`config.mk`:
```
export PLATFORM = sky130hd
export DESIGN_NAME = qsfp_i2c_reg_bank
export DESIGN_NICKNAME = d
export VERILOG_FILES = /design/src/rtl/qsfp_i2c_reg_pkg.sv /design/src/rtl/qsfp_i2c_cmd_fsm.sv /design/src/rtl/qsfp_i2c_reg_bank.sv
export SDC_FILE = /design/constraint.sdc
export NUM_CORES = 1
export LEC_CHECK = 0
export ABC_AREA = 1
export ABC_CLOCK_PERIOD_IN_PS = 13250
export CORE_ASPECT_RATIO = 1.4
export CORE_UTILIZATION = 57
export CTS_CLUSTER_SIZE = 24
export DETAILED_ROUTE_END_ITERATION = 8
export HOLD_SLACK_MARGIN = 0.02
export PLACE_DENSITY = 0.83
export SLEW_MARGIN = 15
export SYNTH_ARGS = -nofsm -noshare
export SYNTH_HDL_FRONTEND = slang
export SYNTH_SLANG_ARGS = --single-unit
```
`constraint.sdc`:
```
create_clock -name s_axi_aclk -period 13.25 [get_ports s_axi_aclk]
set_input_delay 3.3125 -clock s_axi_aclk [delete_from_list [all_inputs] [get_ports s_axi_aclk]]
set_output_delay 3.3125 -clock s_axi_aclk [all_outputs]
set_load 0.03 [all_outputs]
```
`src/rtl/qsfp_i2c_reg_pkg.sv`:
```
// Shared definitions for the QSFP I2C register bank: word offsets, CTRL/STATUS bit
// positions and the command FSM state encoding.
package qsfp_i2c_reg_pkg;

  // Word index (byte address [7:2])
  localparam logic [5:0] RegVersion = 6'h00;
  localparam logic [5:0] RegCmd     = 6'h01;
  localparam logic [5:0] RegCtrl    = 6'h02;
  localparam logic [5:0] RegStatus  = 6'h03;
  localparam logic [5:0] RegTimeout = 6'h04;
  localparam logic [5:0] RegScratch = 6'h05;

  localparam int unsigned CtrlStartBit = 0;
  localparam int unsigned CtrlAbortBit = 1;

  localparam int unsigned StatusBusyBit    = 0;
  localparam int unsigned StatusDoneBit    = 1;
  localparam int unsigned StatusNackBit    = 2;
  localparam int unsigned StatusTimeoutBit = 3;
  localparam int unsigned StatusOverrunBit = 4;

  localparam int unsigned TimeoutW = 24;

  typedef enum logic [1:0] {
    StIdle,
    StIssue,
    StWait
  } fsm_state_e;

endpackage

```
`src/rtl/qsfp_i2c_cmd_fsm.sv`:
```
// Command sequencer: offers one command to the I2C engine, waits for its response and
// guards both phases with a shared cycle counter against a programmable timeout.
module qsfp_i2c_cmd_fsm
  import qsfp_i2c_reg_pkg::*;
(
  input  logic                clk_i,
  input  logic                rst_i,
  input  logic                start_i,
  input  logic                abort_i,
  input  logic [TimeoutW-1:0] timeout_i,
  input  logic                eng_cmd_ready_i,
  input  logic                eng_rsp_valid_i,
  output logic                busy_o,
  output logic                eng_cmd_valid_o,
  output logic                eng_abort_o,
  output logic                rsp_done_o,
  output logic                timeout_set_o,
  output logic                overrun_set_o
);

  fsm_state_e          state_q, state_d;
  logic [TimeoutW-1:0] cnt_q, cnt_d;
  logic                abort_q, abort_d;
  logic [TimeoutW:0]   cnt_inc;
  logic                expire;

  assign cnt_inc = {1'b0, cnt_q} + {{TimeoutW{1'b0}}, 1'b1};
  // A zero TIMEOUT never matches, which disables the guard.
  assign expire  = (timeout_i != '0) && (cnt_inc == {1'b0, timeout_i});

  always_comb begin
    state_d       = state_q;
    cnt_d         = cnt_q;
    abort_d       = 1'b0;
    rsp_done_o    = 1'b0;
    timeout_set_o = 1'b0;
    overrun_set_o = 1'b0;
    case (state_q)
      StIdle: begin
        if (start_i && !abort_i) begin
          state_d = StIssue;
          cnt_d   = '0;
        end
      end
      StIssue: begin
        overrun_set_o = start_i && !abort_i;
        if (abort_i) begin
          state_d = StIdle;
          abort_d = 1'b1;
        end else if (eng_cmd_ready_i) begin
          state_d = StWait;
          cnt_d   = '0;
        end else if (expire) begin
          state_d       = StIdle;
          abort_d       = 1'b1;
          timeout_set_o = 1'b1;
        end else begin
          cnt_d = cnt_inc[TimeoutW-1:0];
        end
      end
      StWait: begin
        overrun_set_o = start_i && !abort_i;
        // A completing response beats both software abort and timeout.
        if (eng_rsp_valid_i) begin
          state_d    = StIdle;
          rsp_done_o = 1'b1;
        end else if (abort_i) begin
          state_d = StIdle;
          abort_d = 1'b1;
        end else if (expire) begin
          state_d       = StIdle;
          abort_d       = 1'b1;
          timeout_set_o = 1'b1;
        end else begin
          cnt_d = cnt_inc[TimeoutW-1:0];
        end
      end
      default: state_d = StIdle;
    endcase
  end

  always_ff @(posedge clk_i or posedge rst_i) begin
    if (rst_i) begin
      state_q <= StIdle;
      cnt_q   <= '0;
      abort_q <= 1'b0;
    end else begin
      state_q <= state_d;
      cnt_q   <= cnt_d;
      abort_q <= abort_d;
    end
  end

  assign busy_o          = (state_q != StIdle);
  assign eng_cmd_valid_o = (state_q == StIssue);
  assign eng_abort_o     = abort_q;

endmodule

```
`src/rtl/qsfp_i2c_reg_bank.sv`:
```
// QSFP I2C register bank: register decode, sticky W1C status, registered read mux and the
// command sequencer that drives the I2C engine.
module qsfp_i2c_reg_bank
  import qsfp_i2c_reg_pkg::*;
#(
  parameter int unsigned   AXI_ADDR_WIDTH  = 32,
  parameter int unsigned   AXI_DATA_WIDTH  = 32,
  parameter logic [31:0]   VERSION         = 32'h0001_0000,
  parameter logic [23:0]   TIMEOUT_DEFAULT = 24'd1_000_000
) (
  input  logic                        s_axi_aclk,
  input  logic                        s_axi_areset,
  input  logic                        wr_en,
  input  logic [AXI_ADDR_WIDTH-1:0]   addr,
  input  logic [AXI_DATA_WIDTH-1:0]   wdata,
  input  logic [AXI_DATA_WIDTH/8-1:0] wstrb,
  output logic [AXI_DATA_WIDTH-1:0]   rdata,
  output logic                        eng_cmd_valid,
  input  logic                        eng_cmd_ready,
  output logic [6:0]                  eng_dev_addr,
  output logic                        eng_rnw,
  output logic [7:0]                  eng_reg_addr,
  output logic [7:0]                  eng_wr_byte,
  output logic                        eng_abort,
  input  logic                        eng_rsp_valid,
  input  logic                        eng_rsp_nack,
  input  logic [7:0]                  eng_rsp_data,
  output logic                        irq
);

  logic [5:0]          sel;
  logic                addr_unused;
  logic [23:0]         cmd_q, cmd_d;
  logic [31:0]         scratch_q, scratch_d;
  logic [TimeoutW-1:0] timeout_q, timeout_d;
  logic                done_q, done_d, nack_q, nack_d;
  logic                tmo_q, tmo_d, ovr_q, ovr_d;
  logic [7:0]          rd_byte_q, rd_byte_d;
  logic [31:0]         rdata_q, rdata_d;
  logic                busy, start, abort, w1c;
  logic                rsp_done, timeout_set, overrun_set;

  assign sel         = addr[7:2];
  assign addr_unused = ^{addr[AXI_ADDR_WIDTH-1:8], addr[1:0]};

  assign start = wr_en && (sel == RegCtrl) && wstrb[0] && wdata[CtrlStartBit];
  assign abort = wr_en && (sel == RegCtrl) && wstrb[0] && wdata[CtrlAbortBit];
  assign w1c   = wr_en && (sel == RegStatus) && wstrb[0];

  always_comb begin
    cmd_d     = cmd_q;
    scratch_d = scratch_q;
    timeout_d = timeout_q;
    for (int i = 0; i < 4; i++) begin
      if (wr_en && wstrb[i]) begin
        // The command must stay stable for the engine while a transaction is in flight.
        if (sel == RegCmd && !busy && i < 3) cmd_d[8*i +: 8] = wdata[8*i +: 8];
        if (sel == RegTimeout && i < 3)      timeout_d[8*i +: 8] = wdata[8*i +: 8];
        if (sel == RegScratch)               scratch_d[8*i +: 8] = wdata[8*i +: 8];
      end
    end
  end

  // Hardware set is applied after the W1C clear so it wins on a collision.
  always_comb begin
    done_d    = done_q;
    nack_d    = nack_q;
    tmo_d     = tmo_q;
    ovr_d     = ovr_q;
    rd_byte_d = rd_byte_q;
    if (w1c && wdata[StatusDoneBit])    done_d = 1'b0;
    if (w1c && wdata[StatusNackBit])    nack_d = 1'b0;
    if (w1c && wdata[StatusTimeoutBit]) tmo_d  = 1'b0;
    if (w1c && wdata[StatusOverrunBit]) ovr_d  = 1'b0;
    if (rsp_done) begin
      done_d = 1'b1;
      nack_d = eng_rsp_nack;
      if (cmd_q[7] && !eng_rsp_nack) rd_byte_d = eng_rsp_data;
    end
    if (timeout_set) tmo_d = 1'b1;
    if (overrun_set) ovr_d = 1'b1;
  end

  always_comb begin
    rdata_d = '0;
    case (sel)
      RegVersion: rdata_d = VERSION;
      RegCmd:     rdata_d = {8'h00, cmd_q};
      RegStatus:  rdata_d = {16'h0000, rd_byte_q, 3'b000, ovr_q, tmo_q, nack_q, done_q, busy};
      RegTimeout: rdata_d = {8'h00, timeout_q};
      RegScratch: rdata_d = scratch_q;
      default:    rdata_d = '0;
    endcase
  end

  always_ff @(posedge s_axi_aclk or posedge s_axi_areset) begin
    if (s_axi_areset) begin
      cmd_q     <= '0;
      scratch_q <= '0;
      timeout_q <= TIMEOUT_DEFAULT;
      done_q    <= 1'b0;
      nack_q    <= 1'b0;
      tmo_q     <= 1'b0;
      ovr_q     <= 1'b0;
      rd_byte_q <= '0;
      rdata_q   <= '0;
    end else begin
      cmd_q     <= cmd_d;
      scratch_q <= scratch_d;
      timeout_q <= timeout_d;
      done_q    <= done_d;
      nack_q    <= nack_d;
      tmo_q     <= tmo_d;
      ovr_q     <= ovr_d;
      rd_byte_q <= rd_byte_d;
      rdata_q   <= rdata_d;
    end
  end

  qsfp_i2c_cmd_fsm u_cmd_fsm (
    .clk_i           (s_axi_aclk),
    .rst_i           (s_axi_areset),
    .start_i         (start),
    .abort_i         (abort),
    .timeout_i       (timeout_q),
    .eng_cmd_ready_i (eng_cmd_ready),
    .eng_rsp_valid_i (eng_rsp_valid),
    .busy_o          (busy),
    .eng_cmd_valid_o (eng_cmd_valid),
    .eng_abort_o     (eng_abort),
    .rsp_done_o      (rsp_done),
    .timeout_set_o   (timeout_set),
    .overrun_set_o   (overrun_set)
  );

  assign rdata        = rdata_q;
  assign eng_dev_addr = cmd_q[6:0];
  assign eng_rnw      = cmd_q[7];
  assign eng_reg_addr = cmd_q[15:8];
  assign eng_wr_byte  = cmd_q[23:16];
  assign irq          = done_q | nack_q | tmo_q | ovr_q;

endmodule

```
==> impl_results.md <==
* Final HPWL DP at about 15000 um
* Cell count after synthesis at 945
* Startpoint types: input port
* Cell Count, Final, Fillers Out at 1248
* CTS tree: done
* Antenna diode count at 0
* Cell variety after synth at 39
* Placed instance count at 1216
* Ranking of synthesized cells by area: dfrtp_1 (47%), nand2_1 (15%), o21ai_0 (5.4%), inv_1 (5.3%), nand3_1 (4.5%)
* First-pass DRT Iterations at 7
* Vias in the first global route at 6762
* Yosys warning total at 0
* Hold path cells at 2
* Worst-skew pair later-pin latency at about 0.43 ns
* Post-CTS Setup Inserts at 0
* Resized cells post-CTS at 0
* FF-to-FF End: u_cmd_fsm.cnt_q[20]
* Fin nets at between 1000 and 1500
* Req. time, crit path at 13.61 ns
* First-pass GRT wire length at between 30000 and 40000 um
* RSZ-0062 raised after global routing: false
* Kind of critical path: input port to flip-flop
* I/O pins at approximately 140
* Starting Density at ~60%
* Worst Path Arrival at around 6.3 ns
* Part of the cycle the worst path needs at 44.7%
* Via Count at 6936
* Cell Area, Synth at roughly 0.0077 mm2
* Area share of the largest cell type after synthesis at a little under half
* Hold Vio Cnt, Final at 0
* Hold EP: scratch_q[7]
* Die area at approximately 0.014 mm2
* Number of max-cap violations at 0
* Total Power at between 1 and 1.5 mW
* Drt wl/cell at ~17 um
* Vias per cell at approximately 5.6
* Routed WL at around 21000 um
* Pins Over Slew Limit at 0
* GPL Wtd Cong at roughly 0.95
* DRT antenna net count at 0
* Status: finished, final reports clean
* Initial antenna violation count at 0
* Setup Viol. Count Final at 0
* Rel. slew slack at 29.8%
* CTS sink cnt at 151
* Most frequent cells in the layout: nand2_1 (301), dfrtp_1 (144), clkdlybuf4s50_1 (114), inv_1 (108), o21ai_0 (83)
* # DRC at 0
* Register area share after synthesis at 49.5%
* Synth area leader: dfrtp_1
* Clock-pin slew on the worst setup and hold paths at roughly 0.06 ns
* Register bit total from synthesis at 151
* Share of layout cells above drive strength 1 at a little over 8%
* Min Tclk post-route at about 5.9 ns
* Final TNS setup at 0 ns
* Height of the die at 139 um
* DR iter-0 viols at approximately 540
* Area Growth Syn to Fin at 24.4%
* R2r setup slk at 10.37 ns
* Worst Skew at 0.00687 ns
* Worst vdd ir at approximately 0.12 mV
* Avg Cell Area, Syn at a little over 8 um2
* Total track usage at about a third
* Die Span X at 100 um
* R2r worst-path depth at 12
* Max incr delay on CP at slightly below 0.9 ns
* Cts hold-fix bufs at 0
* Worst-path fanout max at 24
* CP Cell Sequence: clkdlybuf4s50_1 > nor2_1 > nand2_1 > nor2_1 > nand3_1 > nand3b_1 > nand2_1 > inv_1 > nor3_2 > and2_1 > nand4_1 > nand2_1
* Root Buffer: clkbuf_16
* Largest net degree at the start of global routing at 79
* Slowest CP cell: and2_1
* Crit end category: flip-flop
* Fillers at ~1000
* Max H-tree Level at 4
* Total global routing overflow at 0
* Pwr dens at ~130 mW/mm2
* CTS Buffer Depth at 2
* Net Count, Synth at around 1000
* Reg2Reg Launch Point: u_cmd_fsm.cnt_q[0]
* Maximum achievable frequency at between 0.15 and 0.2 GHz
* FP Rows at 49
* Number of port buffers at ~110
* Most common cell after layout, fill and taps aside: nand2_1
* Hold/Removal Path Class: flip-flop to flip-flop
* Slew at the pin with the worst max-slew slack at 1.04 ns
* Core Region at 0.0130 mm2
* Hold Crit Start: scratch_q[7]
* Critical Path Most Common Cell: nand2_1
* Total leakage power at between 4 and 5 nW
* CTS buffer count at 17
-- cell type report --
| class | count | area, um2 | share of cell area, % |
|---|---|---|---|
| Multi-Input combinational cell | 658 | 3340 | 35.0 |
| Clock buffer | 17 | 425 | 4.47 |
| Inverter | 110 | 418 | 4.39 |
| Sequential cell | 151 | 3790 | 39.8 |
| Timing Repair Buffer | 119 | 1180 | 12.4 |
| Tap cell | 178 | 223 | 2.34 |
| Clock inverter | 15 | 156 | 1.64 |
-- synthesized netlist by cell type, drive strengths merged --
| library cell | number |
|---|---|
| nand2 | 308 |
| dfrtp | 144 |
| inv | 110 |
| o21ai | 86 |
| nor2 | 76 |
| nand3 | 71 |
| nand4 | 30 |
| o211ai | 24 |
| clkbuf | 17 |
| mux2 | 16 |
| a22oi | 14 |
| buf | 9 |
| dfstp | 7 |
| ha | 5 |
| xnor3 | 4 |
| xor2 | 4 |
| a21oi | 3 |
| nand3b | 3 |
| nor3 | 3 |
| nor4 | 3 |
| a2111oi | 1 |
| a211oi | 1 |
| and2 | 1 |
| o21bai | 1 |
| or2 | 1 |
| or4 | 1 |
| xnor2 | 1 |
| xor3 | 1 |
-- report_power, final --
part / switching (mW) / internal, mW
combinational: 0.162 / 0.0859
sequential: 0.0270 / 0.494
clock: 0.215 / 0.266
-- per-stage QoR --
stage	instance area [um2]	setup WS, ns	hold slack, ns	utilization [%]
after CTS	9530	7.32	0.489	73.3
after floorplan	7660	5.88	0.453	-
after detailed placement	8940	6.90	0.473	68.8
after global placement	8940	7.00	0.466	68.8
final	9530	7.32	0.487	73.3
after global routing	9530	7.10	0.506	73.3
-- logic make-up after synthesis --
kind of cell    share of synthesized area (%)
simple gates                             28.3
flops                                    49.5
buf+inv                                  7.04
xor+xnor                                 2.16
mux                                      2.35
fa+ha+maj                               0.817
compound gates                           9.90
-- worst max-delay path by stage --
stage	to	depth (start not counted)	from	slack, ns
after floorplan	cmd_q[0]	1	s_axi_areset	5.88
after global placement	u_cmd_fsm.cnt_q[20]	12	addr[7]	7.00
after detailed placement	u_cmd_fsm.cnt_q[20]	12	addr[6]	6.90
after CTS	u_cmd_fsm.cnt_q[20]	12	addr[6]	7.32
after global routing	u_cmd_fsm.cnt_q[20]	12	addr[7]	7.10
final	u_cmd_fsm.cnt_q[20]	12	addr[6]	7.32
-- registers in the layout (all words and copies together) (netlist names), 2 cells and up --
name and count:
scratch_q 32, u_cmd_fsm.state_q 2, timeout_q 24, cmd_q 24
rd_byte_q 8, u_cmd_fsm.cnt_q 24, rdata 32
-- routing by layer --
layer / part of all wire, % / global-route usage [%]
met5: 0 / 0
met2: 50 / 51.2
met3: 6.2 / 5.49
met4: 3.3 / 14.2
met1: 41 / 42.4
-- worst max-delay path, delay by kind of cell --
family,cells,cell delay (ns)
buffers and inverters,2,0.51
and+or+nand+nor,10,2.44
Note: power is estimated with default switching activity, not from simulation.
